[config.mk]
export PLATFORM = sky130hd
export DESIGN_NAME = crc32_stream_appender
export DESIGN_NICKNAME = d
export VERILOG_FILES = /design/src/rtl/crc32_stream_appender.sv
export SDC_FILE = /design/constraint.sdc
export NUM_CORES = 1
export LEC_CHECK = 0
export CAP_MARGIN = 20
export CELL_PAD_IN_SITES_DETAIL_PLACEMENT = 1
export CELL_PAD_IN_SITES_GLOBAL_PLACEMENT = 2
export CORE_MARGIN = 3
export CORE_UTILIZATION = 36
export DETAILED_ROUTE_END_ITERATION = 10
export HOLD_SLACK_MARGIN = 0.05
export PLACE_DENSITY_LB_ADDON = 0.1
export SETUP_SLACK_MARGIN = 0.3
export SYNTH_ARGS = -nofsm -noshare
export SYNTH_HDL_FRONTEND = slang
export SYNTH_SLANG_ARGS = --single-unit
[constraint.sdc]
create_clock -name clk -period 2.9 [get_ports clk]
set_input_delay 0.435 -clock clk [delete_from_list [all_inputs] [get_ports clk]]
set_output_delay 0.435 -clock clk [all_outputs]
set_load 0.02 [all_outputs]
[src/rtl/crc32_stream_appender.sv]
// Byte-stream framer: forwards payload bytes and appends a CRC-32 (poly 04C11DB7, MSB-first) after each frame.
// Define CRC32_FINAL_INV_EN to invert the final CRC (BZIP2); default leaves it uninverted (MPEG-2).
`timescale 1ns/1ps

// state  | meaning
// PASS   | forwarding payload bytes, CRC accumulating
// APPEND | emitting the four CRC bytes, input stalled
module crc32_stream_appender #(
   parameter logic [31:0] CRC_INIT = 32'hFFFFFFFF
) (
   input  logic        clk,
   input  logic        rst,
   input  logic [7:0]  s_data,
   input  logic        s_valid,
   input  logic        s_last,
   output logic        s_ready,
   output logic [7:0]  m_data,
   output logic        m_valid,
   output logic        m_last,
   input  logic        m_ready,
   output logic [31:0] crc_out,
   output logic        crc_done
);

   typedef enum logic {PASS = 1'b0, APPEND = 1'b1} state_t;

   state_t      state, state_nxt;
   logic [31:0] crc_reg;
   logic [31:0] crc_next;
   logic [31:0] crc_final;
   logic [1:0]  byte_cnt;
   logic [7:0]  crc_byte;
   logic        out_free;
   logic        in_xfer;

   function automatic logic [31:0] crc_step(input logic [31:0] crc, input logic [7:0] d);
      logic [31:0] c;
      logic        fb;
      c = crc;
      for (int i = 7; i >= 0; i--) begin
         fb = c[31] ^ d[i];
         c  = {c[30:0], 1'b0} ^ (fb ? 32'h04C11DB7 : 32'h0000_0000);
      end
      return c;
   endfunction

   assign out_free = !m_valid || m_ready;
   assign in_xfer  = s_valid && s_ready;
   assign crc_next = crc_step(crc_reg, s_data);

   // The final value includes the last payload byte, so it is taken from the stepped CRC.
`ifdef CRC32_FINAL_INV_EN
   assign crc_final = ~crc_next;
`else
   assign crc_final = crc_next;
`endif

   always_ff @(posedge clk) begin
      if (rst) begin
         state <= PASS;
      end else begin
         state <= state_nxt;
      end
   end

   always_comb begin
      state_nxt = state;
      case (state)
         PASS:    if (in_xfer && s_last) state_nxt = APPEND;
         APPEND:  if (out_free && (byte_cnt == 2'd3)) state_nxt = PASS;
         default: state_nxt = PASS;
      endcase
   end

   always_comb begin
      s_ready = (state == PASS) && out_free;
   end

   always_comb begin
      crc_byte = 8'h00;
      case (byte_cnt)
         2'd0: crc_byte = crc_out[31:24];
         2'd1: crc_byte = crc_out[23:16];
         2'd2: crc_byte = crc_out[15:8];
         2'd3: crc_byte = crc_out[7:0];
         default: crc_byte = 8'h00;
      endcase
   end

   always_ff @(posedge clk) begin
      if (rst) begin
         crc_reg  <= CRC_INIT;
         m_data   <= 8'h00;
         m_valid  <= 1'b0;
         m_last   <= 1'b0;
         crc_out  <= 32'h0000_0000;
         crc_done <= 1'b0;
         byte_cnt <= 2'd0;
      end else begin
         crc_done <= 1'b0;
         case (state)
            PASS: begin
               if (in_xfer) begin
                  m_data  <= s_data;
                  m_valid <= 1'b1;
                  m_last  <= 1'b0;
                  crc_reg <= crc_next;
                  if (s_last) begin
                     byte_cnt <= 2'd0;
                     crc_out  <= crc_final;
                     crc_done <= 1'b1;
                  end
               end else if (out_free) begin
                  m_valid <= 1'b0;
                  m_last  <= 1'b0;
               end
            end
            APPEND: begin
               if (out_free) begin
                  m_data   <= crc_byte;
                  m_valid  <= 1'b1;
                  m_last   <= (byte_cnt == 2'd3);
                  byte_cnt <= byte_cnt + 2'd1;
                  if (byte_cnt == 2'd3) begin
                     crc_reg  <= CRC_INIT;
                     byte_cnt <= 2'd0;
                  end
               end
            end
            default: ;
         endcase
      end
   end

endmodule

==> reports/qor.yml, run 1 <==
outcome:
  outcome: "completed"
place:
  place_inst: 609
  dp_hpwl_um: 8900
  gp_congestion: 0.832
  portBuffers: 56
  place_area_mm2: 0.00475
detailed_routing:
  viasPerCell: 5.31
  num_vias: 3317
  first_pass_iters: 4
  totalWireLength_um: 12400
  ant_nets: 0
  wire_per_inst_um: 19.8
  drc_errors: 0
  dr.first_iter.drc_count: 206
setup_path:
  required_ns: 3.15
  setup.worst_path.start_class: "input pin"
  worst-setup-path-type: "in -> reg"
  cp-end-kind: "flip-flop"
  cp.arrival_ns: 2.53
  cp_max_fo: 5
die:
  core-area_mm2: 0.0106
  die_w_um: 112
  ioPinCount: 57
  start_util: 0.380
  row_count: 37
  die_h_um: 112
  die_area_mm2: 0.0125
power_and_ir_drop:
  p_int_mw: 3.41
  comb_power_share: 0.553
  leakage_nw: 1.83
  p_sw_frac: 0.397
  p_sw_mw: 2.24
  p_clk_frac: 0.165
  seqPwrFrac: 0.282
  irDropWorstVdd_v: 0.000554
  p_per_area_mw_per_mm2: 1140
synth:
  ys_warn_count: 0
  netlist_top_cells_count: "dfxtp_1, nand2_1, nor2_1"
  ys_ff_latch: 78
  synth_edf_count: 0
  ys_async_sr_fraction: 0
  synthCells: 431
  synth-main-ff-cell: "dfxtp_1"
  yosysUniqueCellTypes: 43
  synthMostInstantiatedCell: "dfxtp_1"
  syn_avg_cell_area_um2: 9.34
  yosysSeqAreaShare: 0.388
  yosys-top-cells-area: "dfxtp_1, xnor2_1, nand2_1, nor2_1, xnor3_1"
  synth_area_leader_cell: "dfxtp_1"
  synthesis.area_mm2: 0.00403
  synth_top_area_share: 0.388
  syn_nets: 448
sta:
  tightest_slew_ns: 0.952
  finalCritPeriodShare: 0.788
  relSlewSlack: 0.363
  min_period_ns: 2.28
  setup_viol_count_final: 0
  fin_skew_ns: 0.0119
  max_freq_mhz: 438
  drv_slew: 0
  setup_tns_ns: 0
  rsz0062_at_grt: "false"
  final_hold_viol_count: 0
clocking:
  clk_pin_slew_ns: 0.09
  root_buffer: "clkbuf_8"
  ctsHoldBuffers: 0
  clock_latency_ns: 0.36
  cts_buffer_depth: 2
  cts_setup_buffers: 0
  tritoncts: "done"
  ctsResizeCount: 0
  cts-htree-levels: 3
  cts_buffers: 9
  cts.sinks: 78
layout:
  syn_to_final_growth_pct: 23.5
  num-nets-final: 501
  fin_util: 0.469
  final_area_mm2: 0.00497
  instances_no_fill: 625
  n_antenna_cell: 0
  layout-drive-gt1-share: 0.112
  fillers: 1252
grt:
  gr-usage-all-layers: 0.204
  grt_start_max_net_pins: 52
  grt_overflow: 0
  grt_pass1_wl_um: 19900
  grt_pass1_vias: 3368
  antenna_found_initial: 0
worst_hold_path:
  min_path_type: "reg -> reg"
run:
  maxCapViolCount: 0
==> power by group through the flow <==
stage	logic [mW]	clock network [mW]	registers, mW
finish	3.12	0.931	1.59
global route	3.39	1.00	1.64
CTS	3.16	0.959	1.60
detailed placement	3.13	0	1.62
global placement	3.11	0	1.61
floorplan	2.15	0	1.68
==> cell type report <==
cell class / count / area (um^2) / share of cell area
multi-input combinational: 322 / 2340 / 0.471
clock inverter: 6 / 85.1 / 0.0171
sequential: 78 / 1560 / 0.314
clock buffer: 10 / 138 / 0.0277
inverter: 2 / 7.51 / 0.00151
tap: 136 / 170 / 0.0342
timing repair buffer: 71 / 668 / 0.134
==> per-stage QoR <==
step	hold WS, ns	total power, mW	setup WS [ns]
after floorplan	0.453	3.84	0.919
after global placement	0.467	4.72	0.253
after detailed placement	0.463	4.76	0.237
after CTS	0.476	5.72	0.608
after global routing	0.507	6.03	0.461
final	0.474	5.65	0.615
==> placed cells by master (no fill, tap or decap), types with 3 or more instances in the layout <==
cell	count
o2bb2ai_1	3
o21ai_0	10
nand2_1	50
a211oi_1	16
nor4_1	6
nor2_1	44
dfxtp_1	78
nand3_1	5
or2_2	7
xnor2_1	37
o22ai_1	14
xnor2_2	8
o21a_1	7
xor2_1	7
xnor3_1	7
nand2b_1	21
a21oi_1	26
clkbuf_8	10
clkdlybuf4s50_1	55
a222oi_1	8
nor3_1	10
mux2i_1	8
xor3_1	4
buf_4	15
ha_1	4
==> critical path: stages <==
cell and delay, ns:
clkdlybuf4s50_1 0.58, xor2_2 0.31, xnor3_2 0.60, xnor3_1 0.34, a21oi_1 0.07, or2_1 0.20
==> path summary, 6_finish.rpt <==
kind	startpoint	endpoint	slack, ns	depth (start not counted)
hold reg to reg	crc_out[25]	crc_out[25]	0.47	2
hold / removal	crc_out[25]	crc_out[25]	0.47	2
setup reg to reg	byte_cnt[0]	m_data[2]	0.77	6
setup / recovery	s_data[7]	crc_reg[9]	0.62	6
==> layer usage <==
layer  global-route usage  routed length, um  up-vias
met5                    0                  0        -
met3               0.0255                518       14
li1                     -                  -     1601
met1                0.293               5930     1638
met2                0.323               5760       64
met4               0.0600                168        0
==> kinds of logic after synthesis <==
group | after synthesis | share of synthesized area
buf+inv | 31 | 0.0311
compound gates | 89 | 0.145
simple gates | 152 | 0.177
xor+xnor | 69 | 0.227
fa+ha+maj | 4 | 0.0124
mux | 8 | 0.0199
flops | 78 | 0.388
No activity file was read; power rests on OpenSTA's default activity.
==> inputs of run 2 (changes only) <==
--- a/config.mk
+++ b/config.mk
@@ -9,7 +9,7 @@
 export CELL_PAD_IN_SITES_DETAIL_PLACEMENT = 1
 export CELL_PAD_IN_SITES_GLOBAL_PLACEMENT = 2
 export CORE_MARGIN = 3
-export CORE_UTILIZATION = 36
+export CORE_UTILIZATION = 34
 export DETAILED_ROUTE_END_ITERATION = 10
 export HOLD_SLACK_MARGIN = 0.05
 export PLACE_DENSITY_LB_ADDON = 0.1
==> constraint.sdc (replaced) <==
create_clock -name clk -period 2.35 [get_ports clk]
set_input_delay 0.3525 -clock clk [delete_from_list [all_inputs] [get_ports clk]]
set_output_delay 0.3525 -clock clk [all_outputs]
set_load 0.02 [all_outputs]
==> run 2 against run 1 <==
  * Critical path depth grew 3
  * Die area up 5.6%
  * Power grew 47%
  * First-iteration DRC count is 11% lower
  * Largest power group unchanged
  * Highest routed layer unchanged
==> reports/qor.yml, run 2 (synthesis results as in run 1) <==
grt:
  gr-usage-all-layers: 0.210  # +0.00527
  met3_usage: 0.0411  # +0.0155
  grtUsageMet1: 0.276  # -0.0170
  grt_overflow: 0  # unchanged
  grt.busiest_layer: "met2"
  grt_pass1_wl_um: 20900  # +5.3%
  antenna_found_initial: 0  # unchanged
  use_met2: 0.355  # +0.0317
  grt_start_max_net_pins: 39  # -25%
  grt_pass1_vias: 3603  # +7.0%
place:
  dpl_worst_slack_ns: -0.167  # -0.404 ns
  place_inst: 654  # +7.4%
  portBuffers: 56  # unchanged
  gp_congestion: 0.791  # -4.9%
  dp_hpwl_um: 9550  # +7.2%
layout:
  instances_no_fill: 678  # +8.5%
  mostFrequentLayoutCell: "dfxtp_1"
  final_cell_mix: "dfxtp_1, buf_4, nand2_1"
  layout-drive-gt1-share: 0.196  # +0.0838
  num-nets-final: 547  # +9.2%
  syn_to_final_growth_pct: 39.2
  n_antenna_cell: 0  # unchanged
clocking:
  clk_pin_slew_ns: 0.06  # -0.03 ns
  root_buffer: "clkbuf_16"
  ctsHoldBuffers: 0  # unchanged
  tritoncts: "done"
  cts-htree-levels: 3  # unchanged
  cts.sinks: 78  # unchanged
  cts_buffer_depth: 2  # unchanged
  clock_latency_ns: 0.34  # -0.02 ns
  cts_buffers: 9  # unchanged
detailed_routing:
  first_pass_iters: 7  # +3
  ant_nets: 0  # unchanged
  dr.first_iter.drc_count: 183  # -11%
  num_vias: 3461  # +4.3%
  wire_per_inst_um: 19.5  # -1.5%
  drc_errors: 0  # unchanged
  totalWireLength_um: 13200  # +6.9%
  viasPerCell: 5.10  # -3.8%
die:
  die_area_mm2: 0.0132  # +5.6%
  die_w_um: 115  # +2.7%
  die_h_um: 115  # +2.7%
  row_count: 39  # +5.4%
  ioPinCount: 57  # unchanged
  start_util: 0.350  # -0.0302
  core-area_mm2: 0.0115  # +8.6%
setup_path:
  cp-end-kind: "flip-flop"
  required_ns: 2.57  # -0.58 ns
  cp.arrival_ns: 2.25  # -0.28 ns
  worst-setup-path-type: "in -> reg"
  cp_max_fo: 5  # unchanged
  setup.worst_path.start_class: "input pin"
power_and_ir_drop:
  irDropWorstVdd_v: 0.000668  # +21%
  leakage_nw: 2.21  # +21%
  p_per_area_mw_per_mm2: 1480  # +31%
sta:
  drv_slew: 0  # unchanged
  setup_viol_count_final: 0  # unchanged
  whs_ns: 0.409  # -0.0651 ns
  setup_tns_ns: 0  # unchanged
  worst_slack_ns: 0.323  # -0.292 ns
  final_hold_viol_count: 0  # unchanged
  rsz0062_at_grt: "false"
  min_period_ns: 2.03
  tightest_slew_ns: 0.608  # -0.343 ns
  max_freq_mhz: 493
  finalCritPeriodShare: 0.863
  fin_skew_ns: 0.00747  # -0.00439 ns
  relSlewSlack: 0.594  # +0.231
worst_hold_path:
  min_path_type: "in -> reg"
outcome:
  outcome: "completed"
run:
  maxCapViolCount: 0  # unchanged
## run 2: worst max-delay path: stages
cell and delay, ns:
clkdlybuf4s50_1 0.51, xnor2_4 0.20, buf_12 0.15, xnor2_2 0.13, buf_4 0.17, buf_4 0.15
xor2_1 0.19, nor4_1 0.30, nor3_1 0.08
## run 2: cell type report
class                           instances  area, um^2
Timing Repair Buffer                  117        1090
Tap cell                              143         179
Clock inverter                          3        90.1
Inverter                                2        7.51
Multi-Input combinational cell        322        2420
Sequential cell                        78        1560
Fill cell                            1337        5910
Clock buffer                           13         260
## run 2: path summary, 6_finish.rpt
kind                     from           to  slack [ns]  cells after the start
hold reg to reg        m_last       m_last        0.49                      2
setup / recovery    s_data[0]  crc_reg[12]        0.32                      9
hold / removal            rst   crc_out[9]        0.41                      2
setup reg to reg  crc_reg[31]   crc_reg[9]        0.41                      5
## run 2: report_power, final
| group | internal, mW | leakage [nW] | switching, mW |
|---|---|---|---|
| sequential | 1.67 | 0.640 | 0.334 |
| clock | 1.10 | 0.170 | 0.579 |
| combinational | 2.54 | 1.40 | 2.10 |
## run 2: stage by stage
| stage | utilization | power [mW] | area [um^2] |
|---|---|---|---|
| floorplan | - | 4.73 | 4030 |
| global placement | 0.442 | 6.35 | 5090 |
| detailed placement | 0.442 | 6.45 | 5090 |
| CTS | 0.478 | 8.24 | 5500 |
| global route | 0.487 | 8.83 | 5600 |
| finish | 0.487 | 8.32 | 5600 |
## run 2: repair_timing
action,in CTS,in global routing
pin swaps,3,7
buffers inserted,1,7
endpoints found under the setup margin,12,24
resized for setup,8,8
gates cloned,0,0
## run 2: routing by layer
metal / routed length [um] / share of wire
met2: 6450 / 0.49
met4: 112 / 0.0085
met3: 398 / 0.030
met5: 0 / 0
met1: 6270 / 0.47
